**config.mk**
```make
export PLATFORM = sky130hd
export DESIGN_NAME = frog_game_ctrl
export DESIGN_NICKNAME = d
export VERILOG_FILES = /design/src/rtl/frog_pkg.sv /design/src/rtl/button_debounce.sv /design/src/rtl/frog_game_ctrl.sv
export SDC_FILE = /design/constraint.sdc
export NUM_CORES = 1
export LEC_CHECK = 0
export CELL_PAD_IN_SITES_DETAIL_PLACEMENT = 1
export CELL_PAD_IN_SITES_GLOBAL_PLACEMENT = 2
export CORE_UTILIZATION = 40
export DETAILED_ROUTE_END_ITERATION = 6
export GPL_ROUTABILITY_DRIVEN = 0
export PLACE_DENSITY_LB_ADDON = 0.1
export SYNTH_ARGS = -nofsm -noshare
export SYNTH_HDL_FRONTEND = slang
export SYNTH_SLANG_ARGS = --single-unit
```
**constraint.sdc**
```tcl
create_clock -name clk_i -period 3.8 [get_ports clk_i]
set_input_delay 0.76 -clock clk_i [delete_from_list [all_inputs] [get_ports clk_i]]
set_output_delay 0.76 -clock clk_i [all_outputs]
set_load 0.1 [all_outputs]
```
**src/rtl/frog_pkg.sv**
```systemverilog
`default_nettype none
// ============================================================================
//  Module   : frog_pkg
//  Purpose  : Shared game constants for the frogger controller, lane
//             generator and VGA renderer.
//  Revision : 1.0  initial release
// ============================================================================
package frog_pkg;

    // Game-state encoding as seen on the game_state output
    typedef enum logic [2:0] {
        ST_IDLE = 3'd0,
        ST_PLAY = 3'd1,
        ST_DEAD = 3'd2,
        ST_WIN  = 3'd3,
        ST_OVER = 3'd4
    } game_state_e;

    localparam logic [2:0] START_ROW = 3'd7;
    localparam logic [7:0] START_COL = 8'b0001_0000;
    // Bit n set means row n is a car-free verge
    localparam logic [7:0] SAFE_ROWS = 8'b1001_0001;

    // Bit positions of the buttons inside the press vector
    localparam int BTN_UP    = 0;
    localparam int BTN_DOWN  = 1;
    localparam int BTN_LEFT  = 2;
    localparam int BTN_RIGHT = 3;
    localparam int BTN_START = 4;
    localparam int NUM_BTNS  = 5;

    function automatic logic row_is_safe(input logic [2:0] row);
        return SAFE_ROWS[row];
    endfunction

endpackage
`default_nettype wire

```
**src/rtl/button_debounce.sv**
```systemverilog
`default_nettype none
// ============================================================================
//  Module   : button_debounce
//  Purpose  : Synchronises one raw active-low button, filters bounce and
//             emits a single-cycle pulse on each accepted press.
//  Revision : 1.0  initial release
// ============================================================================
module button_debounce #(
    parameter int DEBOUNCE_CYCLES = 1_000_000
) (
    input  logic clk_i,
    input  logic rst_ni,
    input  logic btn_n_i,
    output logic pressed_o
);

    localparam int             CW       = (DEBOUNCE_CYCLES > 1) ? $clog2(DEBOUNCE_CYCLES) : 1;
    localparam logic [CW-1:0]  CNT_LAST = CW'(DEBOUNCE_CYCLES - 1);
    localparam logic [CW-1:0]  CNT_ONE  = CW'(1);

    logic          sync1_q;
    logic          sync2_q;
    logic          level_q;
    logic          pressed_q;
    logic [CW-1:0] cnt_q;

    // Two-flop synchroniser; idle level of a released button is 1
    always_ff @(posedge clk_i or negedge rst_ni) begin
        if (!rst_ni) begin
            sync1_q <= 1'b1;
            sync2_q <= 1'b1;
        end else begin
            sync1_q <= btn_n_i;
            sync2_q <= sync1_q;
        end
    end

    // Accept a new level only after DEBOUNCE_CYCLES consecutive differing samples; pulse on accepted press
    always_ff @(posedge clk_i or negedge rst_ni) begin
        if (!rst_ni) begin
            level_q   <= 1'b1;
            cnt_q     <= '0;
            pressed_q <= 1'b0;
        end else begin
            pressed_q <= 1'b0;
            if (sync2_q == level_q) begin
                cnt_q <= '0;
            end else if (cnt_q == CNT_LAST) begin
                cnt_q     <= '0;
                level_q   <= sync2_q;
                pressed_q <= ~sync2_q;
            end else begin
                cnt_q <= cnt_q + CNT_ONE;
            end
        end
    end

    assign pressed_o = pressed_q;

endmodule
`default_nettype wire

```
**src/rtl/frog_game_ctrl.sv**
```systemverilog
`default_nettype none
// ============================================================================
//  Module   : frog_game_ctrl
//  Purpose  : Frogger game sequencer: button debouncing, frog position,
//             lives/score, lane tick generation and game state machine.
//  Revision : 1.0  initial release
// ============================================================================
module frog_game_ctrl
    import frog_pkg::*;
#(
    parameter int TICK_PERIOD     = 100_000_000,
    parameter int DEBOUNCE_CYCLES = 1_000_000,
    parameter int DEAD_HOLD       = 50_000_000,
    parameter int LIVES           = 3
) (
    input  logic       clk_i,
    input  logic       rst_ni,
    input  logic       btn_up_n_i,
    input  logic       btn_down_n_i,
    input  logic       btn_left_n_i,
    input  logic       btn_right_n_i,
    input  logic       btn_start_n_i,
    input  logic [7:0] lane_occ_i,
    output logic [2:0] frog_row_o,
    output logic [7:0] frog_col_o,
    output logic       lane_tick_o,
    output logic [2:0] game_state_o,
    output logic [1:0] lives_o,
    output logic [7:0] score_o
);

    localparam int            TW         = (TICK_PERIOD > 1) ? $clog2(TICK_PERIOD) : 1;
    localparam logic [TW-1:0] TICK_LAST  = TW'(TICK_PERIOD - 1);
    localparam logic [TW-1:0] TICK_ONE   = TW'(1);
    localparam int            HW         = (DEAD_HOLD > 1) ? $clog2(DEAD_HOLD) : 1;
    localparam logic [HW-1:0] HOLD_LAST  = HW'(DEAD_HOLD - 1);
    localparam logic [HW-1:0] HOLD_ONE   = HW'(1);
    localparam logic [1:0]    LIVES_INIT = 2'(LIVES);

    game_state_e   state_q;
    logic [2:0]    row_q;
    logic [7:0]    col_q;
    logic [1:0]    lives_q;
    logic [7:0]    score_q;
    logic [HW-1:0] hold_q;
    logic [TW-1:0] tick_cnt_q;

    logic [NUM_BTNS-1:0] w_btn_n;
    logic [NUM_BTNS-1:0] w_press;
    logic [2:0]          w_row_d;
    logic [7:0]          w_col_d;
    logic                w_hit;
    logic                w_tick_run;

    assign w_btn_n = {btn_start_n_i, btn_right_n_i, btn_left_n_i, btn_down_n_i, btn_up_n_i};

    for (genvar gi = 0; gi < NUM_BTNS; gi++) begin : g_btn
        button_debounce #(
            .DEBOUNCE_CYCLES (DEBOUNCE_CYCLES)
        ) u_debounce (
            .clk_i     (clk_i),
            .rst_ni    (rst_ni),
            .btn_n_i   (w_btn_n[gi]),
            .pressed_o (w_press[gi])
        );
    end

    // Collision against the registered position; verge rows never kill
    assign w_hit = (|(lane_occ_i & col_q)) && !row_is_safe(row_q);

    // Candidate position from the highest-priority press, clamped at the board edges
    always_comb begin
        w_row_d = row_q;
        w_col_d = col_q;
        if (w_press[BTN_UP]) begin
            if (row_q != 3'd0) w_row_d = row_q - 3'd1;
        end else if (w_press[BTN_DOWN]) begin
            if (row_q != 3'd7) w_row_d = row_q + 3'd1;
        end else if (w_press[BTN_LEFT]) begin
            if (!col_q[7]) w_col_d = col_q << 1;
        end else if (w_press[BTN_RIGHT]) begin
            if (!col_q[0]) w_col_d = col_q >> 1;
        end
    end

    // Game state machine together with position, lives, score and death hold timer
    always_ff @(posedge clk_i or negedge rst_ni) begin
        if (!rst_ni) begin
            state_q <= ST_IDLE;
            row_q   <= START_ROW;
            col_q   <= START_COL;
            lives_q <= LIVES_INIT;
            score_q <= 8'd0;
            hold_q  <= '0;
        end else begin
            case (state_q)
                ST_IDLE: begin
                    if (w_press[BTN_START]) state_q <= ST_PLAY;
                end
                ST_PLAY: begin
                    if (w_hit) begin
                        // The move of this cycle is discarded
                        state_q <= ST_DEAD;
                        lives_q <= (lives_q != 2'd0) ? lives_q - 2'd1 : 2'd0;
                        hold_q  <= '0;
                    end else if (row_q == 3'd0) begin
                        state_q <= ST_WIN;
                        score_q <= (score_q != 8'hFF) ? score_q + 8'd1 : score_q;
                    end else begin
                        row_q <= w_row_d;
                        col_q <= w_col_d;
                    end
                end
                ST_DEAD: begin
                    if (hold_q == HOLD_LAST) begin
                        hold_q <= '0;
                        if (lives_q == 2'd0) begin
                            // Position stays frozen at the crash site
                            state_q <= ST_OVER;
                        end else begin
                            state_q <= ST_PLAY;
                            row_q   <= START_ROW;
                            col_q   <= START_COL;
                        end
                    end else begin
                        hold_q <= hold_q + HOLD_ONE;
                    end
                end
                ST_WIN: begin
                    state_q <= ST_PLAY;
                    row_q   <= START_ROW;
                    col_q   <= START_COL;
                end
                ST_OVER: begin
                    if (w_press[BTN_START]) begin
                        state_q <= ST_PLAY;
                        lives_q <= LIVES_INIT;
                        score_q <= 8'd0;
                        row_q   <= START_ROW;
                        col_q   <= START_COL;
                    end
                end
                default: state_q <= ST_IDLE;
            endcase
        end
    end

    assign w_tick_run = (state_q == ST_PLAY) || (state_q == ST_DEAD) || (state_q == ST_WIN);

    // Lane tick divider, parked at zero whenever the game is not running
    always_ff @(posedge clk_i or negedge rst_ni) begin
        if (!rst_ni) begin
            tick_cnt_q <= '0;
        end else if (!w_tick_run || (tick_cnt_q == TICK_LAST)) begin
            tick_cnt_q <= '0;
        end else begin
            tick_cnt_q <= tick_cnt_q + TICK_ONE;
        end
    end

    // Decoded from registers only; gating with the state keeps OVER/IDLE tick-free
    assign lane_tick_o  = w_tick_run && (tick_cnt_q == TICK_LAST);
    assign frog_row_o   = row_q;
    assign frog_col_o   = col_q;
    assign game_state_o = state_q;
    assign lives_o      = lives_q;
    assign score_o      = score_q;

endmodule
`default_nettype wire

```
==> impl_metrics.ini, run 1 <==
[logic_synthesis]
netlist_top_cells_area = dfrtp_1 45%, xnor2_1 6.6%, nor2_1 6.3%
synth_top_flop_cell = dfrtp_1
syn_nets = 1029
synth_edf_count = 0
postSynthAreaPerCell_sq_um = 9.84
post_synth_fa_ha_maj_area_fraction_pct = 1.47
ys_seq_area_share_pct = 50.2
syn_area_sq_um = 9870
synthSimpleGateAreaFrac_pct = 26.3
synth_top_family_by_area = simple AND/OR/NAND/NOR gates
yosysTopAreaCellShare_pct = 44.6
synth.area.mux_share_pct = 2.38
ys_ff_latch = 197
synth_xor_xnor_area_share_pct = 10.7
synth_compound_area_share_pct = 6.47
synth_top_area_cell = dfrtp_1
synth.cells.most_frequent = 176 x dfrtp_1, 166 x nor2_1, 74 x xnor2_1
synth.most_common_cell = dfrtp_1
synth_warnings = 0
synthDistinctLibCells = 61
async_flop_share_pct = 100
netlist_instances = 1003

[worst_setup_path]
worstSetupPathType = flop to primary output
ff2ff_setup_slack_ns = 1.22
worst-endpoint-arrival_ns = 2.54
cp-end-kind = primary output
start_kind = flop
reg2reg_to = frog_col_o[6]
cp_data_required_time_ns = 3.04
ff2ff_path_depth = 6
crit_fanout = 5
cp-startpoint = tick_cnt_q[0]
regToRegStartpoint = hold_q[0]

[clock_tree]
worstSkewPairLatency_ns = 0.44
cts_tree = built
cts_inserted_buffers = 17
cts-htree-levels = 4
cts_setup_buffers = 0
postCtsHoldBufs = 0
clock_sinks = 197
cts_buffer_depth = 2
cts_root_buffer = clkbuf_16
cts_resized = 0
clk_pin_slew_ns = 0.07

[cells_and_area]
seqCellArea_sq_um = 4960
stdcell_area_sq_um = 11200
multi_input_area_sq_um = 4680
n_antenna_cell = 0
syn_to_final_growth_pct = 13.7
finalNetCount = 1064
fillers = 2756
layout-drive-gt1-share_pct = 9.51

[die]
rows = 57
io_pins = 40
die_y_microns = 159
core-area_sq_um = 24200
start_util_pct = 40.7
die_x_microns = 159
design.die.area_sq_um = 25300

[sta]
slew_viol_final = 0
slew-limit-headroom_pct = 34.8
setup_viol = 0
fmax_mhz = 303
fin_ws_ns = 0.504
worstMarginPinSlew_ns = 0.975
finalCritPeriodShare_pct = 86.7
timing.final.crit_period_ns = 3.30
skew_ns = 0.0124
finalHoldViolCount = 0
setup-tns-final_ns = 0
rsz0062_at_grt = false

[pwr]
p_sw_share_pct = 23.7
p_clk_share_pct = 47.0
p_int_mw = 3.22
p_comb_share_pct = 2.4
vdd_ir_drop_max_mv = 0.275
power_frac_seq_pct = 50.6
p_leak_nw = 4.61
switching_power_mw = 1.00
power.density_nw_per_um2 = 376

[global_route]
grt_max_degree = 93
grt_pass1_wl_mm = 39.2
grt_pass1_vias = 7696
antenna_found_initial = 0
grt-ovfl-total = 0
track_usage_pct = 18.8

[placement]
place_area_sq_um = 10600
place_hpwl_mm = 15.1
port_buffers = 39
dp_slack_ns = 0.945

[drt]
drc = 0
routedWlPerCell_microns = 16.3
detail-route-antenna-nets = 0
vias_per_cell = 5.33
drtIter0Drc = 302
vias = 7331
drt-total-wl_mm = 22.5
first_pass_iters = 4

[run_status]
status = completed

[min_path]
holdPathEnd = g_btn[3].u_debounce.sync2_q
hold_depth = 0
hold_start = g_btn[3].u_debounce.sync1_q
hold_path.class = flop to flop

[flow_run]
cap_viol_max_count = 0
-- layout by cell type, fill, tap and decap left out, types with 19 or more instances in the layout --
master	synthesis	routed
nand3_1	66	66
dfstp_2	21	21
xor2_1	47	47
xnor2_1	74	74
and3_1	22	22
clkdlybuf4s50_1	0	31
nor2_1	166	166
nor3_1	28	27
o21ai_0	19	19
a21oi_1	37	37
nand2_1	64	64
nand4_1	35	35
dfrtp_1	176	176
inv_1	26	26
-- critical path, stage by stage (launching register included) --
cell     delay (ns)
dfrtp_1        0.40
ha_1           0.19
and3_1         0.31
nand3_1        0.16
or4_4          0.59
nor3_2         0.13
buf_4          0.31
-- layer usage --
metal	GRT usage, %	wire length, microns	up-vias
li1	-	-	3592
met5	0	0	-
met2	30.6	10800	29
met4	5.11	230	0
met1	25.7	11000	3692
met3	3.52	447	18
-- power by group through the flow --
stage / clock [mW] / sequential [mW] / combinational [mW]
CTS: 2.04 / 2.14 / 0.110
global placement: 0 / 2.18 / 0.108
global route: 2.12 / 2.14 / 0.121
detailed placement: 0 / 2.18 / 0.109
finish: 1.98 / 2.14 / 0.103
floorplan: 0 / 2.17 / 0.0347
-- flip-flops by register name (all words and copies together), names as in the netlist --
| name | count |
|---|---|
| frog_col_o | 8 |
| frog_row_o | 3 |
| g_btn.u_debounce.cnt_q | 100 |
| g_btn.u_debounce.level_q | 5 |
| g_btn.u_debounce.pressed_o | 5 |
| g_btn.u_debounce.sync1_q | 5 |
| g_btn.u_debounce.sync2_q | 5 |
| game_state_o | 3 |
| hold_q | 26 |
| lives_o | 2 |
| score_o | 8 |
| tick_cnt_q | 27 |
-- through the flow --
| stage | instances | hold slack (ns) | utilization (%) | total power, mW |
|---|---|---|---|---|
| final | 1375 | 0.360 | 46.3 | 4.22 |
| after global routing | 1375 | 0.365 | 46.3 | 4.38 |
| after CTS | 1375 | 0.362 | 46.3 | 4.29 |
| after detailed placement | 1343 | 0.349 | 43.6 | 2.29 |
| after global placement | 1343 | 0.345 | 43.6 | 2.28 |
| after floorplan | 1003 | 0.345 | - | 2.21 |
-- how the worst max path moves through the flow --
stage | endpoint | cells after the start
4_1_cts | lane_tick_o | 6
6_report | lane_tick_o | 6
3_3_place_gp | lane_tick_o | 5
2_1_floorplan | lane_tick_o | 6
3_5_place_dp | lane_tick_o | 6
5_1_grt | lane_tick_o | 6
-- area by class of cell --
class                           count  area share (%)
Clock buffer                       17            3.79
Clock inverter                     15            1.91
Inverter                           26           0.870
Multi-Input combinational cell    752            41.7
Sequential cell                   197            44.2
Tap cell                          324            3.61
Timing Repair Buffer               44            3.91
-- cells by family (layout without fill, tap and decap cells) --
kind of cell,after synthesis,in the layout
xor gates and xnor gates,121,121
buffers and inverters,54,102
AOI/OAI and AO/OA,101,101
muxes,22,22
and+or+nand+nor,497,497
DFF,197,197
adders and majority gates,11,11
(Power assumes the default switching activity.)
==> run 2, diff against run 1 <==
- CAP_MARGIN: default -> 40
==> impl_metrics.ini, run 2 (synthesis results as in run 1) <==
[worst_setup_path]
crit_fanout = 5
ff2ff_path_depth = 7
ff2ff_setup_slack_ns = 1.24
cp_data_required_time_ns = 3.04
critPathTopFamily = simple AND/OR/NAND/NOR gates
reg2reg_to = frog_col_o[6]
regToRegStartpoint = frog_row_o[0]
worst-endpoint-arrival_ns = 2.53
worstSetupPathType = flop to primary output
slowest_delay_ns = 0.60
cp-startpoint = tick_cnt_q[0]
start_kind = flop
path_buf_inv = 1
path_cells = ha_1 -> and3_1 -> nand3_1 -> or4_4 -> nor3_2 -> buf_4
crit_slowest_cell = or4_4
cp-end-kind = primary output

[drt]
first_pass_iters = 4
routedWlPerCell_microns = 16.4
drc = 0
drt-total-wl_mm = 22.9
drtIter0Drc = 329
vias = 7462
vias_per_cell = 5.36
detail-route-antenna-nets = 0

[global_route]
grt_pass1_vias = 7791
track_usage_pct = 19.2
grt_max_degree = 93
grt_pass1_wl_mm = 40.0
grt-ovfl-total = 0
antenna_found_initial = 0

[cells_and_area]
largest_reg_flops = 100
syn_to_final_growth_pct = 15.7
final_common_cell = dfrtp_1
top_regs = g_btn.u_debounce.cnt_q x100, tick_cnt_q x27, hold_q x26
n_antenna_cell = 0
layout_common_cells = 176 x dfrtp_1, 166 x nor2_1, 74 x xnor2_1
layout-drive-gt1-share_pct = 11.0
regMostFlops = g_btn.u_debounce.cnt_q
fillers = 2738
stdcell_area_sq_um = 11400
finalNetCount = 1082

[die]
die_x_microns = 159
io_pins = 40
design.die.area_sq_um = 25300
rows = 57
start_util_pct = 40.7
die_y_microns = 159
core-area_sq_um = 24200

[run_status]
status = completed

[clock_tree]
clk_pin_slew_ns = 0.08
cts_resized = 0
cts-htree-levels = 4
cts_tree = built
worstSkewPairLatency_ns = 0.45
cts_inserted_buffers = 17
cts_root_buffer = clkbuf_16
cts_buffer_depth = 2
cts_setup_buffers = 0
postCtsHoldBufs = 0
clock_sinks = 197

[placement]
place_hpwl_mm = 15.4
port_buffers = 39
place_area_sq_um = 10900

[sta]
slew-limit-headroom_pct = 43.5
setup_viol = 0
slew_viol_final = 0
finalHoldViolCount = 0
skew_ns = 0.0174
timing.final.crit_period_ns = 3.29
fmax_mhz = 304
worstMarginPinSlew_ns = 0.841
finalCritPeriodShare_pct = 86.7
rsz0062_at_grt = false
setup-tns-final_ns = 0

[flow_run]
cap_viol_max_count = 0

[pwr]
power.density_nw_per_um2 = 353
p_leak_nw = 4.70
vdd_ir_drop_max_mv = 0.285

[min_path]
hold_path.class = input port to asynchronous set/reset pin
[run 2: final cells by class]
type	instances	area (sq um)	share of cell area, %
clock buffers	17	425	3.73
clock inverters	15	139	1.22
inverters	26	97.6	0.855
multi-input cells	752	4680	41.0
flip-flops and latches	197	4960	43.4
well taps	324	405	3.55
repair buffers	62	709	6.21
[run 2: worst max-delay path by stage]
stage	cells past startpoint	to	slack, ns
3_3_place_gp	5	lane_tick_o	1.00
6_report	6	lane_tick_o	0.51
3_5_place_dp	6	lane_tick_o	0.97
2_1_floorplan	6	lane_tick_o	0.36
5_1_grt	6	lane_tick_o	0.36
4_1_cts	6	lane_tick_o	0.47
[run 2: worst register-to-register path, stage by stage, from the launching register on]
cell,delay (ns)
dfstp_2,0.60
inv_1,0.06
ha_1,0.22
nor2b_1,0.15
a21oi_1,0.28
nand3_1,0.47
nand4_4,0.32
mux2_2,0.36
[run 2: where the power goes]
group / switching (mW) / internal [mW] / total, mW
registers: 0.0188 / 2.12 / 2.14
logic: 0.0714 / 0.0318 / 0.103
clock network: 0.914 / 0.872 / 1.79
[run 2: routing by layer]
metal	up-vias	global-route usage, %	wire [microns]
li1	3629	-	-
met3	11	3.83	442
met5	-	0	0
met4	0	4.81	193
met2	33	31.5	11000
met1	3789	25.9	11200
[run 2: per-stage QoR]
step / std cells / power [mW] / util, % / hold WS (ns) / setup WS (ns)
after floorplan: 1003 / 2.21 / - / 0.345 / 0.361
after global routing: 1393 / 4.17 / 47.1 / 0.364 / 0.356
final: 1393 / 4.03 / 47.1 / 0.349 / 0.507
after detailed placement: 1361 / 2.29 / 44.8 / 0.347 / 0.969
after global placement: 1343 / 2.28 / 43.6 / 0.345 / 1.00
after CTS: 1393 / 4.09 / 47.1 / 0.356 / 0.466
==> run 3, diff against run 2 <==
- clock period: 3.8 -> 3.7 ns (I/O delays scaled with it)
==> impl_metrics.ini, run 3 (synthesis results as in run 1) <==
[drt]
first_pass_iters = 4
detail-route-antenna-nets = 0
drc = 0
routedWlPerCell_microns = 16.0
vias = 7402
drt-total-wl_mm = 22.3
drtIter0Drc = 371
vias_per_cell = 5.31

[sta]
setup-tns-final_ns = 0
setup_viol = 0
timing.final.crit_period_ns = 3.25
worstMarginPinSlew_ns = 0.843
rsz0062_at_grt = false
skew_ns = 0.0136
finalCritPeriodShare_pct = 87.7
finalHoldViolCount = 0
slew_viol_final = 0
fmax_mhz = 308
slew-limit-headroom_pct = 43.4

[die]
design.die.area_sq_um = 25300
io_pins = 40
start_util_pct = 40.7
die_y_microns = 159
core-area_sq_um = 24200
rows = 57
die_x_microns = 159

[clock_tree]
cts-htree-levels = 4
cts_resized = 0
cts_inserted_buffers = 17
clock_sinks = 197
cts_root_buffer = clkbuf_16
cts_buffer_depth = 2
postCtsHoldBufs = 0
cts_setup_buffers = 0
clk_pin_slew_ns = 0.08
worstSkewPairLatency_ns = 0.44
cts_tree = built

[worst_setup_path]
cp-end-kind = primary output
crit_slowest_cell = or4_4
slowest_delay_ns = 0.60
worst-endpoint-arrival_ns = 2.51
path_buf_inv = 1
critPathTopFamily = simple AND/OR/NAND/NOR gates
worstSetupPathType = flop to primary output
crit_fanout = 5
start_kind = flop
path_cells = ha_1 -> and3_1 -> nand3_1 -> or4_4 -> nor3_2 -> buf_4
cp_data_required_time_ns = 2.96

[placement]
place_hpwl_mm = 15.3
port_buffers = 39
place_area_sq_um = 10800
dp_cells = 1363

[global_route]
grt_pass1_vias = 7738
grt-ovfl-total = 0
track_usage_pct = 18.8
antenna_found_initial = 0
grt_pass1_wl_mm = 39.2
grt_max_degree = 91

[pwr]
p_comb_share_pct = 2.5
p_leak_nw = 4.72
p_clk_share_pct = 45.3
p_sw_share_pct = 23.2
p_int_mw = 3.23
switching_power_uw = 977
vdd_ir_drop_max_mv = 0.242
p_total_mw = 4.20
power_frac_seq_pct = 52.2
power.density_nw_per_um2 = 368

[cells_and_area]
layout_common_cells = 176 x dfrtp_1, 166 x nor2_1, 74 x xnor2_1
top_regs = g_btn.u_debounce.cnt_q x100, tick_cnt_q x27, hold_q x26
fillers = 2743
layout-drive-gt1-share_pct = 11.3
stdcell_area_sq_um = 11400
final_util_pct = 47.1
syn_to_final_growth_pct = 15.8
final_common_cell = dfrtp_1
final_cells = 1395
n_antenna_cell = 0
regMostFlops = g_btn.u_debounce.cnt_q
largest_reg_flops = 100
finalNetCount = 1084

[run_status]
status = completed

[flow_run]
cap_viol_max_count = 0

[min_path]
hold_path.class = input port to asynchronous set/reset pin
[run 3: cell types whose count changed in the layout (fill, tap and decap cells not counted), sizes merged]
cell and change:
buf +4, bufinv +2, clkbuf +1, clkdlybuf4s50 -2, clkinvlp -2, inv -1
[run 3: final timing paths]
check	start	slack [ns]	cells after the start	to
min in group clk_i	g_btn[4].u_debounce.sync1_q	0.35	0	g_btn[4].u_debounce.sync2_q
setup reg to reg	frog_row_o[0]	1.10	7	frog_col_o[1]
max in group asynchronous	rst_ni	2.47	2	frog_col_o[4]
hold / removal	rst_ni	0.35	1	tick_cnt_q[18]
setup / recovery	tick_cnt_q[0]	0.45	6	lane_tick_o
hold reg to reg	g_btn[4].u_debounce.sync1_q	0.35	0	g_btn[4].u_debounce.sync2_q
[run 3: metal layers]
metal / wire length, microns / share of wire [%] / global-route usage (%)
met3: 488 / 2.2 / 3.70
met4: 249 / 1.1 / 4.81
met2: 10600 / 47 / 30.1
met1: 11000 / 49 / 26.0
met5: 0 / 0 / 0
[run 3: cell type report]
class                      count  area [sq um]  share of cell area, %
sequential                   197          4960                   43.4
multi-input combinational    752          4680                   41.0
timing repair buffer          64           696                   6.09
clock buffer                  18           429                   3.75
tap                          324           405                   3.55
clock inverter                14           164                   1.43
inverter                      26          97.6                  0.854
[run 3: stage by stage]
step	setup WS, ns	hold slack, ns
floorplan	0.281	0.345
global placement	0.712	0.345
detailed placement	0.847	0.348
CTS	0.422	0.357
global route	0.320	0.363
finish	0.454	0.353
[run 3: power groups by stage]
stage	sequential (mW)	combinational, mW	clock, mW
global route	2.20	0.126	2.05
floorplan	2.23	0.0356	0
detailed placement	2.24	0.112	0
global placement	2.24	0.111	0
CTS	2.19	0.112	1.98
finish	2.19	0.106	1.90
